## src/rtl/vga_fb_arbiter.sv

```systemverilog
// vga_fb_arbiter: single-port framebuffer arbiter; display fetches own the RAM in the active region, buffered pixel writes drain in blanking
// Ports:
//   control_clock, reset_n              : clock (rising edge), asynchronous active-low reset
//   h_pos, v_pos                        : scan position from the VGA sync generators
//   wr_valid, wr_ready, wr_addr, wr_data : pixel-write request, buffered in a FIFO
//   wr_err                              : one-cycle pulse when a popped write had an out-of-range address
//   mem_addr, mem_we, mem_wdata         : registered RAM port controls
//   mem_rdata                           : synchronous RAM read data, one-cycle latency
//   pix_data, pix_valid                 : display pixel, three cycles after its scan position
// Define VGA_FB_HBLANK_WRITE_EN to drain writes in every non-active cycle;
// by default writes drain only during vertical blanking.
module vga_fb_arbiter #(
    parameter int COUNTER_SIZE = 11,
    parameter int H_ACTIVE     = 640,
    parameter int V_ACTIVE     = 480,
    parameter int ADDR_WIDTH   = 19,
    parameter int DATA_WIDTH   = 8,
    parameter int FIFO_DEPTH   = 4
) (
    input  logic                    control_clock,
    input  logic                    reset_n,
    input  logic [COUNTER_SIZE-1:0] h_pos,
    input  logic [COUNTER_SIZE-1:0] v_pos,
    input  logic                    wr_valid,
    output logic                    wr_ready,
    input  logic [ADDR_WIDTH-1:0]   wr_addr,
    input  logic [DATA_WIDTH-1:0]   wr_data,
    output logic                    wr_err,
    output logic [ADDR_WIDTH-1:0]   mem_addr,
    output logic                    mem_we,
    output logic [DATA_WIDTH-1:0]   mem_wdata,
    input  logic [DATA_WIDTH-1:0]   mem_rdata,
    output logic [DATA_WIDTH-1:0]   pix_data,
    output logic                    pix_valid
);
    localparam int PW = $clog2(FIFO_DEPTH);
    localparam logic [ADDR_WIDTH:0] FB_SIZE = (ADDR_WIDTH+1)'(H_ACTIVE * V_ACTIVE);

    typedef enum logic [1:0] {IDLE, FETCH, WRITE} state_t;

    state_t                state_q, state_d;
    logic [ADDR_WIDTH-1:0] fifo_addr_q [FIFO_DEPTH];
    logic [DATA_WIDTH-1:0] fifo_data_q [FIFO_DEPTH];
    logic [PW-1:0]         wr_ptr_q, rd_ptr_q;
    logic [PW:0]           cnt_q;
    logic [ADDR_WIDTH-1:0] addr_q, addr_d;
    logic [DATA_WIDTH-1:0] wdata_q, wdata_d;
    logic                  bad_q, bad_d;
    logic [1:0]            act_pipe_q;
    logic                  pix_valid_q;
    logic [DATA_WIDTH-1:0] pix_data_q;
    logic                  active, drain_ok, full, empty, push, pop, head_ok;
    logic [ADDR_WIDTH-1:0] fetch_addr, head_addr;

    assign active = (h_pos < COUNTER_SIZE'(H_ACTIVE)) && (v_pos < COUNTER_SIZE'(V_ACTIVE));
`ifdef VGA_FB_HBLANK_WRITE_EN
    assign drain_ok = 1'b1;
`else
    assign drain_ok = v_pos >= COUNTER_SIZE'(V_ACTIVE);
`endif

    assign full       = cnt_q == (PW+1)'(FIFO_DEPTH);
    assign empty      = cnt_q == '0;
    // Held low while in reset so no request is accepted into a FIFO being cleared
    assign wr_ready   = reset_n && !full;
    assign push       = wr_valid && wr_ready;
    assign pop        = state_d == WRITE;
    assign head_addr  = fifo_addr_q[rd_ptr_q];
    assign head_ok    = {1'b0, head_addr} < FB_SIZE;
    assign fetch_addr = ADDR_WIDTH'(v_pos) * ADDR_WIDTH'(H_ACTIVE) + ADDR_WIDTH'(h_pos);

    // Port owner for the next cycle; display always wins over draining
    always_comb begin
        state_d = IDLE;
        addr_d  = addr_q;
        wdata_d = wdata_q;
        bad_d   = 1'b0;
        if (active) begin
            state_d = FETCH;
            addr_d  = fetch_addr;
        end else if (drain_ok && !empty) begin
            state_d = WRITE;
            bad_d   = !head_ok;
            addr_d  = head_ok ? head_addr : addr_q;
            wdata_d = head_ok ? fifo_data_q[rd_ptr_q] : wdata_q;
        end
    end

    always_ff @(posedge control_clock or negedge reset_n) begin
        if (!reset_n) begin
            state_q     <= IDLE;
            addr_q      <= '0;
            wdata_q     <= '0;
            bad_q       <= 1'b0;
            wr_ptr_q    <= '0;
            rd_ptr_q    <= '0;
            cnt_q       <= '0;
            act_pipe_q  <= '0;
            pix_valid_q <= 1'b0;
            pix_data_q  <= '0;
        end else begin
            state_q     <= state_d;
            addr_q      <= addr_d;
            wdata_q     <= wdata_d;
            bad_q       <= bad_d;
            wr_ptr_q    <= wr_ptr_q + PW'(push);
            rd_ptr_q    <= rd_ptr_q + PW'(pop);
            cnt_q       <= cnt_q + (PW+1)'(push) - (PW+1)'(pop);
            act_pipe_q  <= {act_pipe_q[0], active};
            pix_valid_q <= act_pipe_q[1];
            pix_data_q  <= act_pipe_q[1] ? mem_rdata : '0;
        end
    end

    // Storage needs no reset: the pointers alone define which entries are live
    always_ff @(posedge control_clock) begin
        if (push) begin
            fifo_addr_q[wr_ptr_q] <= wr_addr;
            fifo_data_q[wr_ptr_q] <= wr_data;
        end
    end

    // A popped entry drives either a RAM write or the error pulse, never both
    assign mem_we    = (state_q == WRITE) && !bad_q;
    assign wr_err    = (state_q == WRITE) && bad_q;
    assign mem_addr  = addr_q;
    assign mem_wdata = wdata_q;
    assign pix_valid = pix_valid_q;
    assign pix_data  = pix_data_q;
endmodule

```

## config.mk

```make
export PLATFORM = sky130hd
export DESIGN_NAME = vga_fb_arbiter
export DESIGN_NICKNAME = d
export VERILOG_FILES = /design/src/rtl/vga_fb_arbiter.sv
export SDC_FILE = /design/constraint.sdc
export NUM_CORES = 1
export LEC_CHECK = 0
export BUFFER_PORTS_ARGS = -buffer_cell sky130_fd_sc_hd__clkbuf_2
export CORE_MARGIN = 4
export CORE_UTILIZATION = 45
export CTS_CLUSTER_DIAMETER = 100
export DETAILED_ROUTE_END_ITERATION = 10
export MAX_ROUTING_LAYER = met4
export PLACE_DENSITY = 0.68
export SLEW_MARGIN = 25
export SYNTH_ARGS = -nofsm -noshare
export SYNTH_HDL_FRONTEND = slang
export SYNTH_SLANG_ARGS = --single-unit
export TNS_END_PERCENT = 30
```

## constraint.sdc

```tcl
create_clock -name control_clock -period 8.1 [get_ports control_clock]
set_input_delay 0.81 -clock control_clock [delete_from_list [all_inputs] [get_ports control_clock]]
set_output_delay 0.81 -clock control_clock [all_outputs]
set_load 0.05 [all_outputs]
```

==> results of run 1 <==
[cell families (layout without fill, tap and decap cells)]
| group | count (synthesis) | after routing | share of synthesized area [%] |
|---|---|---|---|
| buf+inv | 29 | 153 | 1.98 |
| compound gates | 53 | 53 | 5.50 |
| xor+xnor | 15 | 15 | 1.98 |
| simple gates | 54 | 54 | 4.29 |
| fa+ha+maj | 28 | 28 | 5.63 |
| flops | 155 | 155 | 66.7 |
| mux | 57 | 57 | 13.9 |
[stage by stage]
| step | utilization [%] | setup slack [ps] | std cells |
|---|---|---|---|
| final | 54.9 | 4920 | 699 |
| after global routing | 54.9 | 4650 | 699 |
| after CTS | 54.9 | 4610 | 699 |
| after detailed placement | 50.8 | 4520 | 667 |
| after global placement | 50.6 | 4430 | 666 |
| after floorplan | - | 3260 | 391 |
[routing by layer]
metal	track usage (%)	up-vias
met1	20.0	1932
li1	-	1734
met5	-	-
met3	4.37	11
met4	4.82	0
met2	28.8	84
[power by group through the flow]
stage / sequential [mW] / clock [mW] / combinational [mW]
global placement: 1.14 / 0 / 0.964
global route: 1.16 / 0.821 / 1.08
floorplan: 1.33 / 0 / 0.570
finish: 1.13 / 0.766 / 1.00
detailed placement: 1.15 / 0 / 1.01
CTS: 1.14 / 0.784 / 1.02
[layout make-up]
cell class,count,area [sq um],share of cell area [%]
sequential,155,4420,55.6
multi-input combinational,207,2090,26.3
clock buffer,28,572,7.19
timing repair buffer,104,556,6.98
tap,184,230,2.89
inverter,17,63.8,0.802
clock inverter,4,22.5,0.283
[state kept, by name, indices dropped and copies added (netlist names)]
register / count
act_pipe_q: 2
bad_q: 1
fifo_data_q: 32
mem_wdata: 8
mem_addr: 19
state_q: 1
pix_data: 8
rd_ptr_q: 2
fifo_addr_q: 76
wr_ptr_q: 2
pix_valid: 1
cnt_q: 3
[placed cells by master, fill, tap and decap left out, types with 3 or more instances in the layout]
cell and count:
o21a_1 3, and3_1 3, mux2_2 8, inv_1 17, and2_1 8, dfrtp_1 46, nand2_1 16, xor2_1 7
a21o_1 3, edfxtp_1 108, clkinv_2 3, clkbuf_2 98, mux2i_1 22, mux4_2 27, o21ai_1 11, xnor2_1 8
nor3b_1 4, ha_1 25, a21oi_1 10, nor2_1 7, o21ai_0 4, fa_1 3, clkbuf_16 21, buf_4 5
clkbuf_1 5
[cells in the mapped netlist (2+ instances only)]
cell and n:
a211o_1 2, a21o_1 3, a21oi_1 10, and2_1 8
and3_1 3, buf_6 3, clkbuf_1 8, dfrtp_1 47
edfxtp_1 108, fa_1 3, ha_1 25, inv_1 17
mux2_2 8, mux2i_1 22, mux4_2 27, nand2_1 16
nand3_1 2, nand4_1 2, nor2_1 8, nor2b_1 2
nor3_1 2, nor3b_1 5, nor4_1 2, o2111ai_1 2
o211ai_1 2, o21a_1 3, o21ai_0 4, o21ai_1 11
o21bai_1 2, o311ai_0 2, o31ai_1 2, xnor2_1 8
xor2_1 7
[how the worst max path moves through the flow]
stage	start	endpoint	slack, ps	depth (start not counted)
after floorplan	reset_n	fifo_addr_q[1][0]	3260	3
after global placement	rd_ptr_q[0]	mem_wdata[0]	4430	5
after detailed placement	v_pos[3]	mem_addr[18]	4520	9
after CTS	rd_ptr_q[0]	mem_addr[1]	4610	7
after global routing	rd_ptr_q[0]	mem_addr[12]	4650	7
final	rd_ptr_q[0]	mem_addr[1]	4920	7
[critical path: cells and delay by family, from the launching register on]
kind	cells	cell delay [ps]
AO/OA/AOI/OAI	4	1180
multiplexers	2	800
buffers and inverters	1	240
flip-flops	1	800
==> flow_summary.yaml, run 1 <==
status:
  status: "complete, no violations"
global_route:
  grt_max_degree: 49
  antenna_found_initial: 0
  globalRouteTotalUtil_pct: 16.9
  grt_pass1_wl_um: 20600
  overflow: 0
  grt_pass1_vias: 3930
drt:
  routedWlPerCell_um: 18.4
  firstDrtPassIters: 4
  drt-met1-wl_um: 5250
  met2_length_um: 6840
  drt_iter0_drc: 198
  vias: 3761
  via_per_inst: 5.38
  drt_drc_violations_left: 0
  wl_um: 12900
  wl_met3_um: 641
  highest_layer: "met4"
  ant_nets: 0
logic_synthesis:
  avgSynthCellArea_sq_um: 16.9
  synth_area_leaders: "edfxtp_1, dfrtp_1, mux4_2"
  syn_area_sq_um: 6620
  synth_flop_cell: "edfxtp_1"
  postSynthCellCount: 391
  synth_edf_count: 108
  synth_nets: 479
  synthArstFlopShare_pct: 30.3
  synth-seq-cells: 155
  yosysSeqAreaShare_pct: 66.7
  yosysTopAreaCellShare_pct: 49.0
  synth.distinct_cells: 48
  ys.warnings.count: 0
  yosys.area.top_type: "edfxtp_1"
timing:
  slew_headroom_pct: 41.0
  maxSlewViolCount: 0
  worst_hold_slack_ps: 413
  period_needed_ps: 3180
  tns_ps: 0
  fmax_mhz: 314
  setup-violations-final: 0
  rsz0062_at_grt: "no"
  timing.final.hold_violations: 0
  skew_ps: 9.96
  period_share_pct: 39.3
  worst_slew_pin_slew_ps: 883
pwr:
  vdd_drop_max_v: 0.000178
  internal-power_mw: 1.89
  seqPwrFrac_pct: 39.0
  cellLeakagePower_nw: 3.19
  power_frac_comb_pct: 34.6
  p_clk_share_pct: 26.4
  power.density_nw_per_um2: 365
  total_power_mw: 2.90
  p_switching_mw: 1.01
  switching_share_pct: 34.9
cts:
  ctsHoldBuffers: 0
  cts_resized: 0
  cts_tree: "yes"
  clock-sinks: 155
  clock_latency_ps: 410
  root_buffer: "clkbuf_16"
  path_clk_slew_ps: 60
  cts_buffers: 17
  htree_levels: 4
  cts_max_path_buffers: 2
  post-cts-setup-buffers: 0
die:
  ios: 99
  num_rows: 44
  start_util_pct: 45.7
  die_w_um: 129
  die_h_um: 129
  core_sq_um: 14500
  die_area_sq_um: 16700
critical_path:
  r2r_setup_slack_ps: 4920
  path_class: "reg -> reg"
  crit_chain: "mux4_2 -> a21o_1 -> a211o_1 -> a21oi_4 -> buf_16 -> mux2i_1 -> o21ai_1"
  required_ps: 8360
  worst_ep_arrival_time_ps: 3440
  critPathMaxStageDelay_ps: 800
  reg2reg_depth: 7
  r2r_end: "mem_addr[1]"
  cp-start-kind: "register"
  worst_path_max_delay_cell: "dfrtp_4"
  crit_path_max_fanout: 28
  worstSetupEndpointType: "register"
  timing.rr.start: "rd_ptr_q[0]"
placed_design:
  postPlaceCellArea_sq_um: 7360
  portBuffers: 98
  dp_hpwl_um: 8500
  place_congestion: 0.766
layout:
  diodes: 0
  nets: 590
  drive_above_1_share_pct: 33.6
  fillCellCount: 1192
  final_area_sq_um: 7960
  area_delta_synth_final_pct: 20.1
hold_path:
  hold_path_depth: 0
  hp-class: "reg -> reg"
  holdPathEnd: "act_pipe_q[1]"
  min_from: "act_pipe_q[0]"
job:
  maxCapViolCount: 0
Note: power is estimated with default switching activity, not from simulation.
==> run 2: changes to the inputs <==
--- a/config.mk
+++ b/config.mk
@@ -11,7 +11,7 @@
 export CTS_CLUSTER_DIAMETER = 100
 export DETAILED_ROUTE_END_ITERATION = 10
 export MAX_ROUTING_LAYER = met4
-export PLACE_DENSITY = 0.68
+export PLACE_DENSITY = 0.71
 export SLEW_MARGIN = 25
 export SYNTH_ARGS = -nofsm -noshare
 export SYNTH_HDL_FRONTEND = slang
==> constraint.sdc (replaced) <==
create_clock -name control_clock -period 2.9 [get_ports control_clock]
set_input_delay 0.29 -clock control_clock [delete_from_list [all_inputs] [get_ports control_clock]]
set_output_delay 0.29 -clock control_clock [all_outputs]
set_load 0.05 [all_outputs]
==> run 2 against run 1 <==
Register-to-register slack worse by 4600 ps. Sequential cell count stayed put. Non-clock buffer count is 12 higher. Design area is 1.9% higher. Wire length is 2.8% higher. Cell count is 1.7% higher. Clock skew is 3.5 ps higher. Critical path depth stayed put. Clock power grew to 3.0 times the previous value. Critical path type unchanged. Largest power group unchanged.
==> flow_summary.yaml, run 2 (synthesis results as in run 1) <==
timing:
  setup-violations-final: 0
  worst_slew_pin_slew_ps: 784
  slew_headroom_pct: 47.7
  setup_ws_ps: 290
  timing.final.hold_violations: 0
  fmax_mhz: 383
  maxSlewViolCount: 0
  skew_ps: 13.4
  rsz0062_at_grt: "no"
  period_share_pct: 90.0
  period_needed_ps: 2610
  tns_ps: 0
cts:
  htree_levels: 4
  clock_latency_ps: 410
  cts_tree: "yes"
  ctsHoldBuffers: 0
  cts_buffers: 17
  post-cts-setup-buffers: 0
  clock-sinks: 155
  path_clk_slew_ps: 60
  cts_max_path_buffers: 2
  root_buffer: "clkbuf_16"
  cts_resized: 0
drt:
  via_per_inst: 5.38
  drt_iter0_drc: 212
  vias: 3825
  drt_drc_violations_left: 0
  routedWlPerCell_um: 18.6
  ant_nets: 0
  firstDrtPassIters: 4
  wl_um: 13200
layout:
  drive_above_1_share_pct: 35.7
  fillCellCount: 1145
  nets: 602
  largest_reg_flops: 76
  area_delta_synth_final_pct: 22.4
  mostFrequentLayoutCells: "edfxtp_1, clkbuf_2, dfrtp_1"
  fin_cells: 711
  diodes: 0
  regMostFlops: "fifo_addr_q"
  final_common_cell: "edfxtp_1"
global_route:
  grt_pass1_vias: 4152
  grt_pass1_wl_um: 21200
  globalRouteTotalUtil_pct: 17.4
  grt_max_degree: 48
  overflow: 0
  antenna_found_initial: 0
critical_path:
  timing.rr.start: "rd_ptr_q[0]"
  required_ps: 3160
  r2r_setup_slack_ps: 290
  worst_ep_arrival_time_ps: 2870
  worstSetupEndpointType: "register"
  reg2reg_depth: 7
  cp-start-kind: "register"
  crit_path_max_fanout: 18
  path_class: "reg -> reg"
  r2r_end: "mem_addr[3]"
pwr:
  cellLeakagePower_nw: 3.28
  vdd_drop_max_v: 0.000543
  total_power_mw: 8.35
  power.density_nw_per_um2: 1030
status:
  status: "complete, no violations"
hold_path:
  hp-class: "in -> async"
die:
  core_sq_um: 14500
  start_util_pct: 45.7
  num_rows: 44
  ios: 99
  die_h_um: 129
  die_area_sq_um: 16700
  die_w_um: 129
job:
  maxCapViolCount: 0
placed_design:
  dp_hpwl_um: 9180
  place_congestion: 0.781
  portBuffers: 98
  dp_slack_ps: 100
  dp.cells: 679
run 2: changes by cell type in the layout (fill, tap and decap cells not counted), moves of 2 or more:
cell	before	now
buf_4	5	16
inv_4	0	4
clkbuf_1	5	2
buf_12	0	2
run 2: layer usage:
layer  global-route usage [%]  share of wire [%]  routed length (um)  vias up
li1                         -                  -                   -     1773
met1                     20.6                 41                5480     1948
met2                     29.3                 52                6940       90
met3                     4.53                5.1                 677       14
met4                     5.50               0.96                 127        0
met5                        -                  0                   0        -
run 2: report_power, final:
part / switching, mW / internal [mW] / total, mW
clock: 0.838 / 1.46 / 2.30
combinational: 1.80 / 1.15 / 2.95
sequential: 0.268 / 2.82 / 3.09
total: 2.91 / 5.44 / 8.35
run 2: final cells by class:
type	instances	area, sq um	share of cell area [%]
inverters	17	63.8	0.788
repair buffers	116	651	8.03
flip-flops and latches	155	4420	54.6
clock inverters	7	65.1	0.803
clock buffers	25	572	7.06
well taps	184	230	2.84
multi-input cells	207	2100	25.9
run 2: how the worst max path moves through the flow:
stage                      startpoint                end  cells past startpoint
after floorplan              cnt_q[0]  fifo_addr_q[2][0]                      6
after global placement       v_pos[1]       mem_addr[18]                     10
after detailed placement     v_pos[1]       mem_addr[18]                     10
after CTS                 rd_ptr_q[0]        mem_addr[3]                      7
after global routing         cnt_q[1]           cnt_q[2]                      8
final                     rd_ptr_q[0]        mem_addr[3]                      7
run 2: critical path, cell delays in order, from the launching register on:
cell	delay (ps)
dfrtp_2	560
mux4_2	560
a21o_1	190
a211o_1	340
a21oi_4	140
buf_4	340
mux2i_1	240
o21ai_1	80
run 2: metrics by stage:
stage          utilization [%]  area (sq um)  hold WS (ps)
2_1_floorplan                -          6650         -5.59
3_3_place_gp              51.6          7470           377
3_5_place_dp              51.6          7470           381
4_1_cts                   56.0          8100          20.0
5_1_grt                   56.0          8100          54.7
6_report                  56.0          8100          16.0
